==> config.mk <==
export PLATFORM = sky130hd
export DESIGN_NAME = rr_chan_mux
export DESIGN_NICKNAME = d
export VERILOG_FILES = /design/src/rtl/rr_chan_mux.sv
export SDC_FILE = /design/constraint.sdc
export NUM_CORES = 1
export LEC_CHECK = 0
export ABC_AREA = 0
export BUFFER_PORTS_ARGS = -buffer_cell sky130_fd_sc_hd__buf_2
export CAP_MARGIN = 20
export CORE_AREA = 2 2 48 50
export CTS_CLUSTER_DIAMETER = 80
export CTS_CLUSTER_SIZE = 16
export DETAILED_ROUTE_END_ITERATION = 6
export DIE_AREA = 0 0 50 52
export GPL_ROUTABILITY_DRIVEN = 0
export PLACE_DENSITY = 0.72
export SYNTH_ARGS = -nofsm -noshare
export SYNTH_HDL_FRONTEND = slang
export SYNTH_SLANG_ARGS = --single-unit
==> constraint.sdc <==
create_clock -name clk -period 2.9 [get_ports clk]
set_input_delay 0.58 -clock clk [delete_from_list [all_inputs] [get_ports clk]]
set_output_delay 0.58 -clock clk [all_outputs]
set_load 0.1 [all_outputs]
==> src/rtl/rr_chan_mux.sv <==
// rr_chan_mux: N:1 channel multiplexer with per-channel valid/ready,
// a registered output stage, and fixed-select or round-robin selection.
//
// Optional feature: define RR_CHAN_MUX_LOCK_EN to add the 'lock' input.
// While lock=1 in round-robin mode, the last winner keeps the grant for as
// long as it stays valid.
//
// Handshake: a word moves on any edge where valid && ready are both high.
// The producer holds data stable while valid is high. in_ready is
// combinational and at most one bit is high. out_data and out_chan hold
// while out_valid && !out_ready.
module rr_chan_mux #(
  parameter int WIDTH = 4,
  parameter int SEL_W = 2
) (
  input  logic                              clk,
  input  logic                              rst_n,
  input  logic                              mode,
  input  logic [SEL_W-1:0]                  sel,
  input  logic [(2**SEL_W)*WIDTH-1:0]       in_data,
  input  logic [(2**SEL_W)-1:0]             in_valid,
  output logic [(2**SEL_W)-1:0]             in_ready,
`ifdef RR_CHAN_MUX_LOCK_EN
  input  logic                              lock,
`endif
  output logic [WIDTH-1:0]                  out_data,
  output logic                              out_valid,
  input  logic                              out_ready,
  output logic [SEL_W-1:0]                  out_chan
);

  localparam int CHANNELS = 2**SEL_W;

  logic [WIDTH-1:0]    r_out_data;
  logic                r_out_valid;
  logic [SEL_W-1:0]    r_out_chan;
  logic [SEL_W-1:0]    r_ptr;

  logic                w_load;
  logic                w_rr_found;
  logic [SEL_W-1:0]    w_rr_idx;
  logic                w_hold;
  logic                w_found;
  logic [SEL_W-1:0]    w_idx;
  logic [CHANNELS-1:0] w_grant;
  logic [WIDTH-1:0]    w_win_data;

  // The output register can take a word when it is empty or being drained.
  assign w_load = !r_out_valid || out_ready;

  // Round-robin search: the first valid channel at or above ptr, wrapping.
  always_comb begin
    logic [SEL_W-1:0] cand;
    w_rr_found = 1'b0;
    w_rr_idx   = r_ptr;
    cand       = r_ptr;
    for (int k = 0; k < CHANNELS; k++) begin
      cand = r_ptr + SEL_W'(k);
      if (!w_rr_found && in_valid[cand]) begin
        w_rr_found = 1'b1;
        w_rr_idx   = cand;
      end
    end
  end

  // Select the winner. Fixed mode considers only sel's valid. Round-robin
  // mode can let the burst lock override the search result.
  always_comb begin
    w_hold  = 1'b0;
    w_found = 1'b0;
    w_idx   = '0;
    if (!mode) begin
      w_found = in_valid[sel];
      w_idx   = sel;
    end else begin
      w_found = w_rr_found;
      w_idx   = w_rr_idx;
`ifdef RR_CHAN_MUX_LOCK_EN
      if (lock && in_valid[r_ptr - 1'b1]) begin
        w_hold  = 1'b1;
        w_found = 1'b1;
        w_idx   = r_ptr - 1'b1;
      end
`endif
    end
  end

  // One-hot grant for the winner. Outputs are gated so every ready is low
  // while reset is asserted.
  always_comb begin
    w_grant = '0;
    if (w_found) w_grant[w_idx] = 1'b1;
    in_ready = (w_load && rst_n) ? w_grant : '0;
  end

  assign w_win_data = in_data[w_idx*WIDTH +: WIDTH];

  // Output stage: load the winner, drop valid when nothing is granted, and
  // hold everything under back-pressure.
  always_ff @(posedge clk or negedge rst_n) begin
    if (!rst_n) begin
      r_out_data  <= '0;
      r_out_valid <= 1'b0;
      r_out_chan  <= '0;
    end else if (w_load) begin
      if (w_found) begin
        r_out_data  <= w_win_data;
        r_out_chan  <= w_idx;
        r_out_valid <= 1'b1;
      end else begin
        r_out_valid <= 1'b0;
      end
    end
  end

  // Round-robin pointer: advances past the winner only on a round-robin
  // transfer. A locked burst keeps the pointer where it is.
  always_ff @(posedge clk or negedge rst_n) begin
    if (!rst_n) begin
      r_ptr <= '0;
    end else if (mode && w_load && w_found && !w_hold) begin
      r_ptr <= w_idx + 1'b1;
    end
  end

  assign out_data  = r_out_data;
  assign out_valid = r_out_valid;
  assign out_chan  = r_out_chan;

  // The hold flag is only produced when the lock feature is built in.
  logic w_unused;
  assign w_unused = w_hold;

endmodule

# Word-level counts from Yosys, hierarchy flattened
# Index checks and enable logic that the tools add are counted.
# totals
regBits	9
latchBits	0
ram_bits	0
rom_bits	0
input_bits	26
output_inout_bits	11
word_cells	53
memories	0
# op_classes
n_addsub	4
mul	0
div	0
n_lt_le_gt_ge	7
n_eq_ne	0
shift	1
mux	24
bitwise	0
n_reduce_logical	13
# op_table
cell	count
$lt A2 B3 Y1 const B	6
$shiftx A16 B5 Y4	1
$mux W1	12
$bmux W1 S2	5
$mux W2	4
$mux W4	2
$logic_and A1 B1 Y1	7
$add A2 B1 Y2 const B	2
$add A2 B2 Y2 const B	2
$logic_not A1 Y1	4
$demux W1 S2	1
$ge A2 B1 Y1 const B	1
$reduce_and A2 Y1	1
$logic_or A1 B1 Y1	1

# Longest topological paths before layout
# Gate-level depths: netlist of run 1.
# depth
depth_word	19
depth_mapped	6
ltp_nobuf	5

# Worst setup path before layout of run 1
# No wires, ideal clock.
# synth_path
path_kind	register to output
start	reg r_out_valid, in the netlist out_valid
end	out in_ready[0]
arrival_time_ns	2.959
required_time_ns	2.320
setup_slack_ns	-0.639
stages_incl_launch_ff	6
n_path_buf	1
cell_sequence	dfrtp_1 nor2b_1 or2_1 buf_4 or3_1 nor2_1
# synth_between
elab_chain_cells	4
# synth_rtl
item	line	rtl
from (decl)	35	logic r_out_valid;
from (signal assigned)	103	r_out_valid <= 1'b0;
from (signal assigned)	109	r_out_valid <= 1'b1;
from (signal assigned)	111	r_out_valid <= 1'b0;
$logic_not A1 Y1	49	assign w_load = !r_out_valid || out_ready;
$logic_or A1 B1 Y1	49	
$logic_and A1 B1 Y1	93	in_ready = (w_load && rst_n) ? w_grant : '0;
$mux W4	93	
to (decl)	22	output logic [(2**SEL_W)-1:0] in_ready,
# No other way between the ends.

# Worst setup path after layout of run 1
# layout_path
start	reg r_ptr[1]
end	out in_ready[0]
# layout_between
elab_chain_cells	19
word_cells_on_any_way	33
classes_between	3 x add/sub; 2 x order compare; 21 x mux; 7 x reduce/logical
# layout_rtl
item	line	rtl
from (decl)	37	logic [SEL_W-1:0] r_ptr;
from (signal assigned)	122	r_ptr <= w_idx + 1'b1;
branches (longest 17 deep; another with $add A2 B1 Y2)	--	
$mux W4 *	92	if (w_found) w_grant[w_idx] = 1'b1;
$mux W4 *	93	
# Every way passes the cells marked *. The select of a mux whose other input is x is not followed.

==> run metrics, run 1 <==
FFs w/ async S/R, synth=100%; crit path launch type=register; total number of vias=a little over 800; Post-synth top cells=nor2_1, dfrtp_1, nand2_1; Synth Register Bits=9; area grow syn2layout=42.0%; post-place instance area=between 0.001 and 0.0015 mm²; worst r2r dst=out_data[0]; die area=~0.0026 mm²; Main synth FF type=dfrtp_1; number of routed nets with antenna violations=0; Clock Path Buffers=2; Slew Limit Headroom=67.6%; Mapped Area=between 700 and 800 µm²; drt total wl=2.08 mm; Arr. time, crit path=roughly 2.2 ns; port bufs=36; Place WS=about 0.19 ns; Pins Over Slew Limit=0; grt total ovfl=0; Setup WS post-layout=about 0.15 ns; Worst VDD drop=about 400 µV; DP Wirelength=1.72 mm; skew final=between 0.003 and 0.004 ns; postcts setup bufs=0; crit path launch=r_ptr[1]; chip height=52 µm; Overall Global Routing Usage=between 10% and 20%; Pleak=just under 0.0005 µW; worst min path class=in2async; Synth cell types=32; via/cell ratio=5.38; vias in the first global route=799; RSZ-0062 raised after global routing=false; WL/cell=13.7 µm; outcome=finished clean; Pwr Density=about 780 mW/mm²; kind of critical path=reg2out; CTS tree=done; Crit. End Element=output port; Clock Tree Root=clkbuf_4; register area share after synthesis=28.9%; Avg Inst Size Synth=roughly 9.5 µm²; Sink Count=9; Final Hold Viols=0; DR pass1 iterations=4; Antenna diodes=0; placed cell count=between 100 and 150; largest net degree at the start of global routing=12; RR Startpoint=r_ptr[1]; CTS-repair resized insts=0; Filler cells=about 200; Tcrit/Tclk final=95.0%; fin util=52.5%; # IOs=37; Worst Reg-to-Reg Cells=6; Post-Syn Instances=82; TritonCTS buffer count=3; Die W=roughly 50 µm; YS warnings=0; FMAX=approximately 360 MHz; synth top area cells=dfrtp_1, mux2i_1, nor2_1, a2111oi_0, a211oi_1; starting density of the core=between 30 and 40%; antenna violations before repair=0; Worst Path Max Fanout=8; CORE AREA=around 0.0021 mm²; Max Cap Viol=0; post-synth top area cell=dfrtp_1; DR iter-0 viols=16; # DRC=0; site row count=17; Data required, critical path=between 2 and 2.5 ns; total power=roughly 870 µW; Design Area, Final=between 0.001 and 0.0015 mm²; Post-synth EDFFs=0; Final Critical Period=approximately 2.8 ns; Final setup violation count=0; cts-stage hold buffer count=0; final std cells w/o fill=between 150 and 200; share of the synthesized area in the top cell type=between 20% and 30%; R2R Setup Slk=approximately 0.87 ns; nets=151; top-count cell post-synth=nor2_1; Net Count, Synth=approximately 110; CTS clk-pin slew, worst paths=0.06 ns; clock latency on the worst-skew pair=around 0.25 ns; H-tree Lvls=1; worst-margin pin slew=approximately 0.47 ns; ratio of cells with drive above 1 in the final layout=a little under half; global-route wire length before repair=~3.4 mm
metrics by stage:
| stage | hold WS [ns] | setup TNS (ns) |
|---|---|---|
| 2_1_floorplan | 0.284 | -1.00 |
| 3_3_place_gp | 0.453 | 0 |
| 3_5_place_dp | 0.458 | 0 |
| 4_1_cts | 0.179 | 0 |
| 5_1_grt | 0.169 | 0 |
| 6_report | 0.174 | 0 |
per-layer routing:
metal	GRT usage (%)	vias up	routed length (µm)
li1	-	393	-
met1	21.6	394	817
met2	30.5	26	1150
met3	1.72	4	81
met4	8.33	0	35
met5	0	-	0
worst max-delay path, cell delays in order (launching register included):
cell and delay (ns):
dfrtp_1 0.46, nor3b_2 0.21, a2111oi_4 0.38, o31ai_4 0.11, or3_1 0.42, nor2_2 0.15, buf_12 0.19
area by class of cell:
type,count,area [µm²],area share [%]
Timing Repair Buffer,40,270,24.5
Inverter,4,15.0,1.36
Tap cell,28,35.0,3.17
Clock buffer,4,26.3,2.38
Sequential cell,9,225,20.4
Multi-Input combinational cell,67,533,48.2
worst max path at each step:
stage,to,depth (start not counted)
2_1_floorplan,in_ready[2],4
3_3_place_gp,in_ready[0],7
3_5_place_dp,in_ready[0],7
4_1_cts,in_ready[0],6
5_1_grt,in_ready[0],6
6_report,in_ready[0],6
registers in the layout (all words and copies together), names as in the netlist:
register   flops
out_data       4
out_chan       2
r_ptr          2
out_valid      1
layout by cell type (no fill, tap or decap), types with 3 or more instances in the layout:
master,instances
a2111oi_0,4
nand2b_1,3
mux2i_1,4
dfrtp_1,9
inv_1,4
buf_12,4
a31oi_1,4
nand2_1,8
a211oi_1,4
nor2_1,8
nor2b_1,3
buf_2,32
buf_4,4
clkbuf_4,3
cell families (layout without fill, tap and decap cells):
kind of cell / count (synthesis) / after routing / share of synthesized area [%]
AOI/OAI and AO/OA: 25 / 25 / 31.7
and+or+nand+nor: 34 / 34 / 23.5
muxes: 7 / 7 / 10.9
buffers and inverters: 6 / 48 / 3.86
xor gates and xnor gates: 1 / 1 / 1.13
DFF: 9 / 9 / 28.9
power by group:
group          total (µW)  leakage, µW  switching, µW  internal [µW]
combinational         562     0.000378            402            161
clock                94.7    0.0000150           41.8           52.9
sequential            210     0.000103           41.4            169
Power figures use the tool's default switching activity.
==> inputs of run 2 (changes only) <==
Settings changed: CELL_PAD_IN_SITES_DETAIL_PLACEMENT set to 1, CELL_PAD_IN_SITES_GLOBAL_PLACEMENT set to 2, CORE_AREA 2 2 48 50 to 2 2 59 61, DIE_AREA 0 0 50 52 to 0 0 61 63, PLACE_DENSITY 0.72 to 0.8.
Clock period 2.9 ns to 2.6 ns, I/O delays scaled along.
==> run metrics, run 2 (same netlist as run 1, synthesis figures left out) <==
antenna violations before repair=0 (unchanged); post-place instance area=0.00115 mm² (was 0.00108 mm²); Pleak=0.000519 µW (was 0.000496 µW); vias in the first global route=845 (was 799); Setup WS post-layout=0.0758 ns (was 0.146 ns); Place WS=0.0154 ns (was 0.185 ns); site row count=21 (was 17); Final Critical Period=around 2.5 ns; # IOs=37 (unchanged); Slew Limit Headroom=58.2% (was 67.6%); drt total wl=2.35 mm (was 2.08 mm); DR iter-0 viols=23 (was 16); Worst VDD drop=235 µV (was 411 µV); Data required, critical path=2.08 ns (was 2.32 ns); clock latency on the worst-skew pair=0.27 ns (was 0.25 ns); Filler cells=399 (was 204); RR Startpoint=r_ptr[0] (was r_ptr[1]); setup TNS=0 ns (unchanged); Design Area, Final=0.00119 mm² (was 0.00110 mm²); ratio of cells with drive above 1 in the final layout=53.1% (was 45.2%); Arr. time, crit path=2.00 ns (was 2.17 ns); Antenna diodes=0 (unchanged); crit path launch=r_ptr[0] (was r_ptr[1]); most frequent cells in the layout=buf_2, nand2_1, buf_4, nor2_1, dfrtp_1 (was buf_2, dfrtp_1, nor2_1, nand2_1); Sink Count=9 (unchanged); DR pass1 iterations=4 (unchanged); port bufs=36 (unchanged); cts-stage hold buffer count=0 (unchanged); Clock Tree Root=clkbuf_4 (unchanged); grt total ovfl=0 (unchanged); TritonCTS buffer count=3 (unchanged); DP Wirelength=2.04 mm (was 1.72 mm); total number of vias=815 (was 817); worst min path class=in2async (unchanged); nets=155 (was 151); skew final=0.00389 ns (was 0.00351 ns); Overall Global Routing Usage=12.7% (was 17.5%); commonest non-fill, non-tap cell in the layout=buf_2 (unchanged); Largest register FFs=4 (unchanged); WL/cell=13.5 µm (was 13.7 µm); Tcrit/Tclk final=slightly below 100%; postcts setup bufs=0 (unchanged); RSZ-0062 raised after global routing=true (was false); largest net degree at the start of global routing=11 (was 12); Max Cap Viol=0 (unchanged); number of routed nets with antenna violations=0 (unchanged); global-route wire length before repair=3.65 mm (was 3.42 mm); FMAX=396 MHz; Pwr Density=858 mW/mm² (was 785 mW/mm²); CTS clk-pin slew, worst paths=0.07 ns (was 0.06 ns); CTS tree=done (unchanged); Final Hold Viols=0 (unchanged); kind of critical path=reg2out (unchanged); Die W=61 µm (was 50 µm); starting density of the core=24.1% (was 37.0%); H-tree Lvls=1 (unchanged); Clock Path Buffers=2 (unchanged); via/cell ratio=4.68 (was 5.38); worst-margin pin slew=0.612 ns (was 0.474 ns); die area=0.00384 mm² (was 0.00260 mm²); outcome=finished clean (unchanged); Final setup violation count=0 (unchanged); Worst Reg-to-Reg Cells=5 (was 6); Worst Path Max Fanout=6 (was 8); chip height=63 µm (was 52 µm); R2R Setup Slk=0.46 ns (was 0.87 ns); placed cell count=170 (was 148); area grow syn2layout=52.6% (was 42.0%); CORE AREA=0.00323 mm² (was 0.00211 mm²); # DRC=0 (unchanged); crit path launch type=register (unchanged); Crit. End Element=output port (unchanged); Pins Over Slew Limit=0 (unchanged); final std cells w/o fill=174 (was 152)
[run 2: changes by cell type in the layout (fill, tap and decap cells not counted), sizes merged]
cell / change
buf: +4
clkbuf: -1
clkinv: +1
[run 2: layer usage]
| layer | routed length (µm) | GRT usage, % |
|---|---|---|
| met2 | 1210 | 22.7 |
| met4 | 4 | 3.26 |
| met5 | 0 | 0 |
| met1 | 971 | 14.9 |
| met3 | 161 | 2.69 |
[run 2: where the power goes]
part / total, µW / switching (µW) / internal [µW]
registers: 241 / 48.8 / 192
clock network: 112 / 55.1 / 57.0
logic: 666 / 463 / 202
total: 1020 / 567 / 451
[run 2: what timing repair did]
item                       in CTS  in global routing
resized for setup               2                  2
setup endpoints to repair       2                  4
pin swaps                       1                  2
cloned                          0                  0
[run 2: final timing paths]
path | endpoint
worst max-delay path | in_ready[1]
worst min-delay path | out_chan[0]
worst max register to register | out_data[2]
worst min register to register | out_chan[1]
max in group asynchronous | r_ptr[0]
min in group clk | out_chan[1]
[run 2: stage by stage]
stage | hold slack [ns] | util (%) | power (µW)
2_1_floorplan | 0.224 | - | 732
3_3_place_gp | 0.459 | 35.5 | 883
3_5_place_dp | 0.468 | 35.5 | 899
4_1_cts | 0.175 | 36.5 | 1020
5_1_grt | 0.191 | 36.7 | 1080
6_report | 0.180 | 36.7 | 1020
[run 2: cell type report]
cell class | count | area, µm² | area share (%)
flip-flops and latches | 9 | 229 | 19.3
multi-input cells | 67 | 558 | 47.0
clock buffers | 3 | 22.5 | 1.90
repair buffers | 44 | 300 | 25.3
well taps | 46 | 57.6 | 4.85
clock inverters | 1 | 5.00 | 0.421
inverters | 4 | 15.0 | 1.26
[run 2: worst max-delay path: stages, from the launching register on]
cell	delay, ns
dfrtp_2	0.44
o21ai_2	0.10
a2111oi_4	0.36
o31ai_4	0.11
or3_4	0.41
nor2_4	0.14
buf_12	0.18
==> inputs of run 3 (changes only) <==
==> constraint.sdc (replaced) <==
create_clock -name clk -period 2.6 [get_ports clk]
set_input_delay 0.26 -clock clk [delete_from_list [all_inputs] [get_ports clk]]
set_output_delay 0.26 -clock clk [all_outputs]
set_load 0.1 [all_outputs]
==> run metrics, run 3 (same netlist as run 1, synthesis figures left out) <==
Max Cap Viol=0 (unchanged); Setup WS post-layout=0.117 ns (was 0.0758 ns); share of power burned in registers=24.5% (was 23.6%); total number of vias=774 (was 815); global-route wire length before repair=3.77 mm (was 3.65 mm); worst min path class=in2reg (was in2async); Final setup violation count=0 (unchanged); Worst Reg-to-Reg Cells=5 (unchanged); Largest register FFs=4 (unchanged); # DRC=0 (unchanged); outcome=finished clean (unchanged); DR pass1 iterations=4 (unchanged); Tcrit/Tclk final=95.5% (was 97.1%); crit path launch type=register (unchanged); Pleak=0.000477 µW (was 0.000519 µW); Die W=61 µm (unchanged); worst-margin pin slew=0.487 ns (was 0.612 ns); RSZ-0062 raised after global routing=false (was true); Clock Tree Root=clkbuf_4 (unchanged); DR iter-0 viols=18 (was 23); Pwr Density=883 mW/mm² (was 858 mW/mm²); antenna violations before repair=0 (unchanged); CTS tree=done (unchanged); total power=964 µW (was 1020 µW); CTS clk-pin slew, worst paths=0.06 ns (was 0.07 ns); commonest non-fill, non-tap cell in the layout=buf_2 (unchanged); port bufs=36 (unchanged); via/cell ratio=4.61 (was 4.68); Combinational Power Share=63.9% (was 65.4%); Crit. End Element=output port (unchanged); vias in the first global route=797 (was 845); skew final=0.00312 ns (was 0.00389 ns); most frequent cells in the layout=buf_2, nor2_1, nand2_1, dfrtp_1, clkbuf_4 (was buf_2, nand2_1, buf_4, nor2_1, dfrtp_1); WL/cell=13.3 µm (was 13.5 µm); grt total ovfl=0 (unchanged); Overall Global Routing Usage=13.1% (was 12.7%); P_sw=546 µW (was 567 µW); Worst Path Max Fanout=8 (was 6); Clock Path Buffers=2 (unchanged); Arr. time, crit path=2.22 ns (was 2.00 ns); CORE AREA=0.00323 mm² (unchanged); Worst VDD drop=185 µV (was 235 µV); kind of critical path=reg2out (unchanged); switching share of power=56.6% (was 55.7%); Data required, critical path=2.34 ns (was 2.08 ns); chip height=63 µm (unchanged); Place WS=0.385 ns (was 0.0154 ns); Sink Count=9 (unchanged); Int Pwr=418 µW (was 451 µW); Min-Delay Path Depth=3; area grow syn2layout=40.4% (was 52.6%); drt total wl=2.24 mm (was 2.35 mm); starting density of the core=24.1% (unchanged); Pins Over Slew Limit=0 (unchanged); largest net degree at the start of global routing=12 (was 11); Final Critical Period=2.48 ns (was 2.52 ns); TritonCTS buffer count=3 (unchanged); site row count=21 (unchanged); Antenna diodes=0 (unchanged); H-tree Lvls=1 (unchanged); clock power share=11.5% (was 11.0%); DP Wirelength=1.86 mm (was 2.04 mm); number of routed nets with antenna violations=0 (unchanged); nets=149 (was 155); die area=0.00384 mm² (unchanged); postcts setup bufs=0 (unchanged); ratio of cells with drive above 1 in the final layout=45.1% (was 53.1%); Final Hold Viols=0 (unchanged); # IOs=37 (unchanged); clock latency on the worst-skew pair=0.27 ns (about the same); Slew Limit Headroom=67.4% (was 58.2%); FMAX=403 MHz (was 396 MHz)
==> run 3: power groups by stage <==
stage               Sequential, µW  Combinational [µW]  Clock (µW)
floorplan                      468                 258           0
global placement               231                 607           0
detailed placement             236                 617           0
CTS                            234                 620         114
global route                   249                 657         121
finish                         237                 617         111
==> run 3: per-stage QoR <==
stage	TNS (ns)	util (%)	hold WS (ns)	cell area, µm²	std cells
3_5_place_dp	0	32.4	0.141	1050	163
3_3_place_gp	0	32.4	0.139	1050	163
4_1_cts	0	33.6	0.337	1080	168
5_1_grt	0	33.8	0.351	1090	168
2_1_floorplan	-0.942	-	-0.0356	788	82
6_report	0	33.8	0.339	1090	168
==> run 3: layout make-up <==
| class | instances | area, µm² |
|---|---|---|
| well taps | 46 | 57.6 |
| clock buffers | 4 | 26.3 |
| multi-input cells | 67 | 533 |
| flip-flops and latches | 9 | 228 |
| inverters | 4 | 15.0 |
| repair buffers | 38 | 233 |
| fillers | 410 | 2140 |
==> run 3: what timing repair did <==
action                                  in CTS  in global routing
endpoints found under the hold margin        9                  0
hold buffers                                 1                  0
endpoints found under the setup margin       0                  3
gates resized for setup                      0                  4
==> run 3: path summary, 6_finish.rpt <==
| check | start | end | slack [ns] |
|---|---|---|---|
| min in group asynchronous | rst_n | out_chan[0] | 0.38 |
| max in group asynchronous | rst_n | r_ptr[0] | 1.99 |
| hold reg to reg | out_chan[1] | out_chan[1] | 0.48 |
| hold / removal | in_data[12] | out_data[0] | 0.34 |
| setup reg to reg | r_ptr[0] | out_data[0] | 0.60 |
| setup / recovery | r_ptr[1] | in_ready[0] | 0.12 |
==> run 3: layer usage <==
metal	wire length (µm)	track usage, %
met1	1010	16.8
met2	1120	21.0
met3	68	2.48
met4	43	5.71
met5	0	0
==> run 3: worst max-delay path, cell delays in order, from the launching register on <==
cell and delay [ns]:
dfrtp_2 0.45, nor3b_2 0.19, a2111oi_4 0.38, o31ai_4 0.16, or3_1 0.44, nor2_2 0.15, buf_12 0.19
